<file path="src/rtl/regfile_wb_arbiter.sv">
// regfile_wb_arbiter: shares the register-file write port between the ALU writeback (A, priority)
// and a one-entry buffered mult/div result (B), with an age limit that forces B through.
`default_nettype none

module regfile_wb_arbiter #(
  parameter int DATA_W   = 32,
  parameter int ADDR_W   = 5,
  parameter int MAX_WAIT = 4
) (
  input  logic              clock,
  input  logic              ctrl_reset,
  input  logic              a_valid,
  input  logic [ADDR_W-1:0] a_reg,
  input  logic [DATA_W-1:0] a_data,
  output logic              a_stall,
  input  logic              b_valid,
  input  logic [ADDR_W-1:0] b_reg,
  input  logic [DATA_W-1:0] b_data,
  output logic              b_ready,
  output logic              b_pending,
  output logic [ADDR_W-1:0] b_pending_reg,
  output logic              ctrl_writeEnable,
  output logic [ADDR_W-1:0] ctrl_writeReg,
  output logic [DATA_W-1:0] data_writeReg
);

  localparam int CNT_W = 4;
  localparam logic [CNT_W-1:0] WAIT_LIMIT = CNT_W'(MAX_WAIT);

  logic              buf_valid;
  logic [ADDR_W-1:0] buf_reg;
  logic [DATA_W-1:0] buf_data;
  logic [CNT_W-1:0]  wait_cnt;

  logic              force_b;
  logic              grant_a;
  logic              grant_b;
  logic              b_accept;
  logic              win_valid;
  logic [ADDR_W-1:0] win_reg;
  logic [DATA_W-1:0] win_data;

  always_comb begin
    force_b   = buf_valid && (wait_cnt >= WAIT_LIMIT);
    grant_b   = force_b || (buf_valid && !a_valid);
    grant_a   = a_valid && !force_b;
    win_valid = 1'b0;
    win_reg   = '0;
    win_data  = '0;
    if (grant_b) begin
      win_valid = (buf_reg != '0);
      win_reg   = buf_reg;
      win_data  = buf_data;
    end else if (grant_a) begin
      win_valid = (a_reg != '0);
      win_reg   = a_reg;
      win_data  = a_data;
    end
    // A granted write to r0 is consumed silently: nothing reaches the port.
    if (!win_valid) begin
      win_reg  = '0;
      win_data = '0;
    end
  end

  assign a_stall       = a_valid && force_b;
  assign b_ready       = !buf_valid || grant_b;
  assign b_accept      = b_valid && b_ready;
  assign b_pending     = buf_valid;
  assign b_pending_reg = buf_valid ? buf_reg : '0;

  always_ff @(posedge clock or negedge ctrl_reset) begin
    if (!ctrl_reset) begin
      buf_valid <= 1'b0;
      buf_reg   <= '0;
      buf_data  <= '0;
      wait_cnt  <= '0;
    end else if (b_accept) begin
      // Covers drain-and-refill in one cycle: the new entry starts fresh.
      buf_valid <= 1'b1;
      buf_reg   <= b_reg;
      buf_data  <= b_data;
      wait_cnt  <= '0;
    end else if (grant_b || !buf_valid) begin
      buf_valid <= 1'b0;
      buf_reg   <= '0;
      wait_cnt  <= '0;
    end else if (wait_cnt < WAIT_LIMIT) begin
      wait_cnt  <= wait_cnt + 1'b1;
    end
  end

  always_ff @(posedge clock or negedge ctrl_reset) begin
    if (!ctrl_reset) begin
      ctrl_writeEnable <= 1'b0;
      ctrl_writeReg    <= '0;
      data_writeReg    <= '0;
    end else begin
      ctrl_writeEnable <= win_valid;
      ctrl_writeReg    <= win_reg;
      data_writeReg    <= win_data;
    end
  end

endmodule

`default_nettype wire

</file>
<file path="config.mk">
export PLATFORM = sky130hd
export DESIGN_NAME = regfile_wb_arbiter
export DESIGN_NICKNAME = d
export VERILOG_FILES = /design/src/rtl/regfile_wb_arbiter.sv
export SDC_FILE = /design/constraint.sdc
export NUM_CORES = 1
export LEC_CHECK = 0
export BUFFER_PORTS_ARGS = -buffer_cell sky130_fd_sc_hd__buf_2
export CAP_MARGIN = 0
export CORE_MARGIN = 2
export CORE_UTILIZATION = 51
export CTS_CLUSTER_DIAMETER = 200
export CTS_CLUSTER_SIZE = 25
export DETAILED_ROUTE_END_ITERATION = 7
export HOLD_SLACK_MARGIN = 0.03
export PLACE_DENSITY = 0.95
export SLEW_MARGIN = 20
export SYNTH_ARGS = -nofsm -noshare
export SYNTH_HDL_FRONTEND = slang
export SYNTH_SLANG_ARGS = --single-unit
</file>
<file path="constraint.sdc">
create_clock -name clock -period 3.4 [get_ports clock]
set_input_delay 0.51 -clock clock [delete_from_list [all_inputs] [get_ports clock]]
set_output_delay 0.51 -clock clock [all_outputs]
set_load 0.05 [all_outputs]
</file>
# Word level (Yosys, flattened, before mapping)
# Index checks and enable logic that the tools add are counted.
# totals
register_bits,80
latch_bits,0
ram_bits,0
romBits,0
input_bits,78
wordCells,40
mem_count,0
# op_classes
addsub,1
n_mul,0
n_div,0
magnitude_cmp,2
eq_ne,0
shift,0
mux,16
n_bitwise,0
n_reduce_logical,14
# ops
operator,count
$mux 32,3
$mux 5,6
$mux 4,3
$reduce_bool 5->1,2
$logic_and 1x1->1,5
$add 4x1->4 const B,1
$ge 4x3->1 const B,1
$lt 4x3->1 const B,1
$mux 1,4
$logic_not 1->1,3
$reduce_bool 3->1,1
$logic_or 1x1->1,2
$reduce_bool 2->1,1

# Longest topological paths before layout
# logic_depth
ltp_word,7
depth_mapped,5

# Least setup slack after synthesis
# OpenSTA, ideal clock, no wires.
# synth_path
path_type,register -> register
from,"register buf_valid, in the netlist b_pending"
to,register buf_data[11]
t_arrival_ns,1.946
required_time_ns,3.273
setup_slack_ns,1.327
stages_incl_launch_ff,6
path_buffers,1
cell_sequence,dfrtp_1 -> and4bb_2 -> inv_1 -> nand2_2 -> buf_6 -> mux2_1
# synth_between
elab_chain_cells,4
# synth_rtl
element,line_no,text
from (decl),30,logic buf_valid;
from (signal assigned),74,buf_valid <= 1'b0;
from (signal assigned),80,buf_valid <= 1'b1;
from (signal assigned),85,buf_valid <= 1'b0;
$logic_and 1x1->1 (on tied branches),"44, 45",
$logic_or 1x1->1,45,grant_b = force_b || (buf_valid && !a_valid);
$logic_or 1x1->1 (*),67,assign b_ready = !buf_valid || grant_b;
named net b_ready,19,"output logic b_ready,"
$logic_and 1x1->1 (*),68,assign b_accept = b_valid && b_ready;
to (signal assigned),82,buf_data <= b_data;
to (decl),32,logic [DATA_W-1:0] buf_data;
# The timed path passes the listed nets; every way through them passes the cells marked *.
# A chain may end at the register's enable or synchronous reset.

# Worst setup path after layout
# layout_path
from,"register buf_valid, in the netlist b_pending"
to,register buf_data[16]
# layout_between
elab_chain_cells,4
# layout_rtl
element,line_no
$logic_and 1x1->1 (on tied branches),"44, 45"
$logic_or 1x1->1,45
$logic_or 1x1->1 (*),67
$logic_and 1x1->1 (*),68
# Mark *: on every way between the ends. The rest lies on a longest branch, timed or not.

==> impl_metrics.csv <==
group,metric,value,unit
clock_tree,cts_hold_buf,0,
pwr,power.net_switching,717,µW
worst_setup_path,cp_cell_sequence,"and4bb_2 > inv_1 > nand2_2 > mux2_2",
timing,achievable_frequency,477,MHz
finish,mostFrequentLayoutCells,"122 x sky130_fd_sc_hd__buf_2, 80 x sky130_fd_sc_hd__dfrtp_1, 34 x sky130_fd_sc_hd__a22o_1, 27 x sky130_fd_sc_hd__mux2_2, 11 x sky130_fd_sc_hd__clkbuf_8",
floorplanning,fp.dieH,81.2,µm
floorplanning,i_o_pin_count,124,
floorplanning,floorplan.die.width,81.2,µm
worst_setup_path,critPathLaunchType,"flip-flop",
pwr,cellPowerDensity,598,nW/µm²
worst_setup_path,setup.reg_to_reg.worst_slack,1300,ps
finish,layout_commonest_cell,"sky130_fd_sc_hd__buf_2",
clock_tree,insertion_delay,330,ps
global_routing,grt.overflow.total,0,
logic_synthesis,ys_ff_latch,80,
worst_setup_path,critical-path-max-stage-delay,560,ps
floorplanning,rows,28,
place,worst_setup_timing_slack_at_the_placement_stage,1110,ps
drt,detailroute.via_count,2100,
drt,routed_wire_per_std_cell,15.9,µm
clock_tree,cts_tree,"built",
timing,slew_viol_final,0,
finish,fillerInstances,450,
logic_synthesis,per_instance_average_area_after_synthesis,15.2,µm²
global_routing,grtUsageTotal,0.200,
pwr,power.leakage,1.99,nW
drt,postRouteAntennaNets,0,
pwr,p_seq_frac,0.476,
timing,slew_of_the_pin_with_the_lowest_slew_margin,971,ps
timing,fin_skew,9.60,ps
global_routing,first_pass_grt_wire_length,9780,µm
clock_tree,cts_inserted_buffers,9,
clock_tree,clk_pin_slew,90,ps
drt,first_iter_violations,53,
place,dpl.hpwl,4480,µm
pwr,cellInternalPower,1.60,mW
worst_setup_path,crit_required,3620,ps
timing,timing.final.crit_period,2100,ps
flow_run,max_cap_viol_count,0,
logic_synthesis,fraction_of_the_mapped_netlist_area_in_adder_cells,0.00411,
clock_tree,cts_resized,0,
drt,tritonroute_pass_1_iters,4,
place,dpl.cell_count,389,
min_path,worst_hold_path_type,"in2async",
finish,cell_count_final_fillers_out,405,
drt,totalWireLength,6450,µm
global_routing,grt_pass1_vias,2135,
timing,rsz0062_at_grt,"no",
pwr,combPwrFrac,0.216,
logic_synthesis,main_combinational_cell_family_by_area_after_synthesis,"compound AO/OA/AOI/OAI gates",
global_routing,antenna_found_initial,0,
logic_synthesis,synth_net_count,279,
worst_setup_path,worst_setup_path_startpoint,"b_pending",
timing,setup-violations-final,0,
logic_synthesis,synth.lib_cells_used.distinct,24,
logic_synthesis,synthesis.area,3040,µm²
clock_tree,cts.path.max_buffers,2,
logic_synthesis,synth_simple_gate_area_frac,0.0490,
logic_synthesis,synth_xor_area_frac,0,
floorplanning,initial_core_utilization,0.520,
pwr,max-vdd-ir-drop,0.313,mV
drt,post-route-drc-count,0,
worst_setup_path,critPathMaxFanout,32,
drt,route.detailed.vias_per_inst,5.19,
finish,layout.nets,404,
worst_setup_path,worst-setup-path-type,"reg2reg",
clock_tree,htree_num_levels,3,
logic_synthesis,synthesis.instances,200,
worst_setup_path,critical_path_arrival,2320,ps
pwr,power.switching_fraction,0.310,
timing,finalSetupTns,0,ps
timing,hold_viol,0,
finish,top_regs,"buf_data: 32 flops, data_writeReg: 32 flops",
logic_synthesis,yosys_warnings,0,
worst_setup_path,worstSetupEndpointType,"flip-flop",
place,final_weighted_congestion_in_routability_driven_placement,0.848,
timing,min_period_over_period,0.617,
floorplanning,core,5850,µm²
clock_tree,clock_root_cell,"sky130_fd_sc_hd__clkbuf_8",
run_status,run_status,"finished, final reports clean",
finish,layout-drive-gt1-share,0.533,
finish,layout-area-overhead-vs-synth,27.2,%
logic_synthesis,synth_compound_gate_area_share,0.131,
logic_synthesis,ys_seq_area_frac,0.658,
timing,max_slew_margin,0.353,
logic_synthesis,post_synth_mux_area_share,0.118,
global_routing,grt_start_max_net_pins,81,
timing,post_route_setup_slack,1300,ps
worst_setup_path,cp_slowest_cell,"sky130_fd_sc_hd__nand2_2",
finish,insertedDiodeCount,0,
timing,timing.hold.ws,306,ps
floorplanning,fp.dieArea,6600,µm²
clock_tree,postCtsSetupRepairBufs,0,
place,placement.io_buffers,123,
clock_tree,tritoncts_num_sinks,80,
worst_setup_path,rr_endpoint,"buf_data[16]",
worst_setup_path,regToRegStartpoint,"b_pending",
worst_setup_path,number_of_cells_traversed_by_the_worst_register_to_register_path,4,
pwr,clkPwrFrac,0.308,
## cell families after synthesis
family | after synthesis
other | 1
flip-flops | 80
multiplexers | 32
buffers and inverters | 13
AO/OA/AOI/OAI | 46
adder cells (fa/ha/maj) | 1
AND/OR/NAND/NOR | 27
## critical path: cells and delay by family (launching register included)
kind | cells | cell delay, ps
buffers and inverters | 1 | 120
AND/OR/NAND/NOR | 2 | 960
multiplexers | 1 | 410
flip-flops | 1 | 460
## per-layer routing
metal / vias to the layer above / global-route usage / routed length, µm
li1: 968 / - / -
met2: 77 / 0.365 / 3470
met1: 1047 / 0.230 / 2540
met4: 0 / 0.0712 / 77
met3: 8 / 0.0433 / 367
met5: - / 0 / 0
## worst max path at each step
stage / slack [ps] / depth (start not counted) / to
6_report: 1300 / 4 / buf_data[16]
5_1_grt: 1150 / 4 / buf_data[19]
4_1_cts: 1290 / 4 / buf_data[29]
3_5_place_dp: 1110 / 5 / buf_data[6]
3_3_place_gp: 1190 / 5 / buf_data[5]
2_1_floorplan: 1330 / 5 / buf_data[11]
## cell usage after synthesis (all sizes together)
cell type	instances	area, µm²
or2	1	6.26
a211oi	1	12.5
o211a	2	27.5
and4bb	1	12.5
nor2	3	11.3
or4	1	11.3
and2	7	43.8
nand2b	1	6.26
clkbuf	1	3.75
o21ai	6	30.0
ha	1	12.5
dfrtp	80	2000
inv	3	11.3
buf	9	101
conb	1	3.75
mux2	32	360
nor3b	1	7.51
a22o	37	328
nor4	1	6.26
nand2	11	43.8
## power by group through the flow
| stage | sequential (mW) | clock, mW | combinational (mW) |
|---|---|---|---|
| detailed placement | 1.12 | 0 | 0.503 |
| CTS | 1.10 | 0.725 | 0.504 |
| finish | 1.10 | 0.712 | 0.500 |
| global route | 1.11 | 0.769 | 0.531 |
| global placement | 1.11 | 0 | 0.490 |
| floorplan | 1.30 | 0 | 0.171 |
## layout make-up
cell class | count | area [µm²] | share of cell area
Inverter | 3 | 11.3 | 0.00291
Tap cell | 75 | 93.8 | 0.0242
Clock buffer | 11 | 151 | 0.0391
Multi-Input combinational cell | 107 | 931 | 0.241
Clock inverter | 5 | 55.1 | 0.0142
Sequential cell | 80 | 2000 | 0.517
Timing Repair Buffer | 124 | 626 | 0.162
## stage by stage
step	cell area (µm²)	util	total power, mW
final	3870	0.661	2.31
after global routing	3870	0.661	2.41
after CTS	3870	0.661	2.33
after detailed placement	3660	0.626	1.62
after global placement	3660	0.626	1.60
after floorplan	3040	-	1.47
No activity file was read; power rests on OpenSTA's default activity.
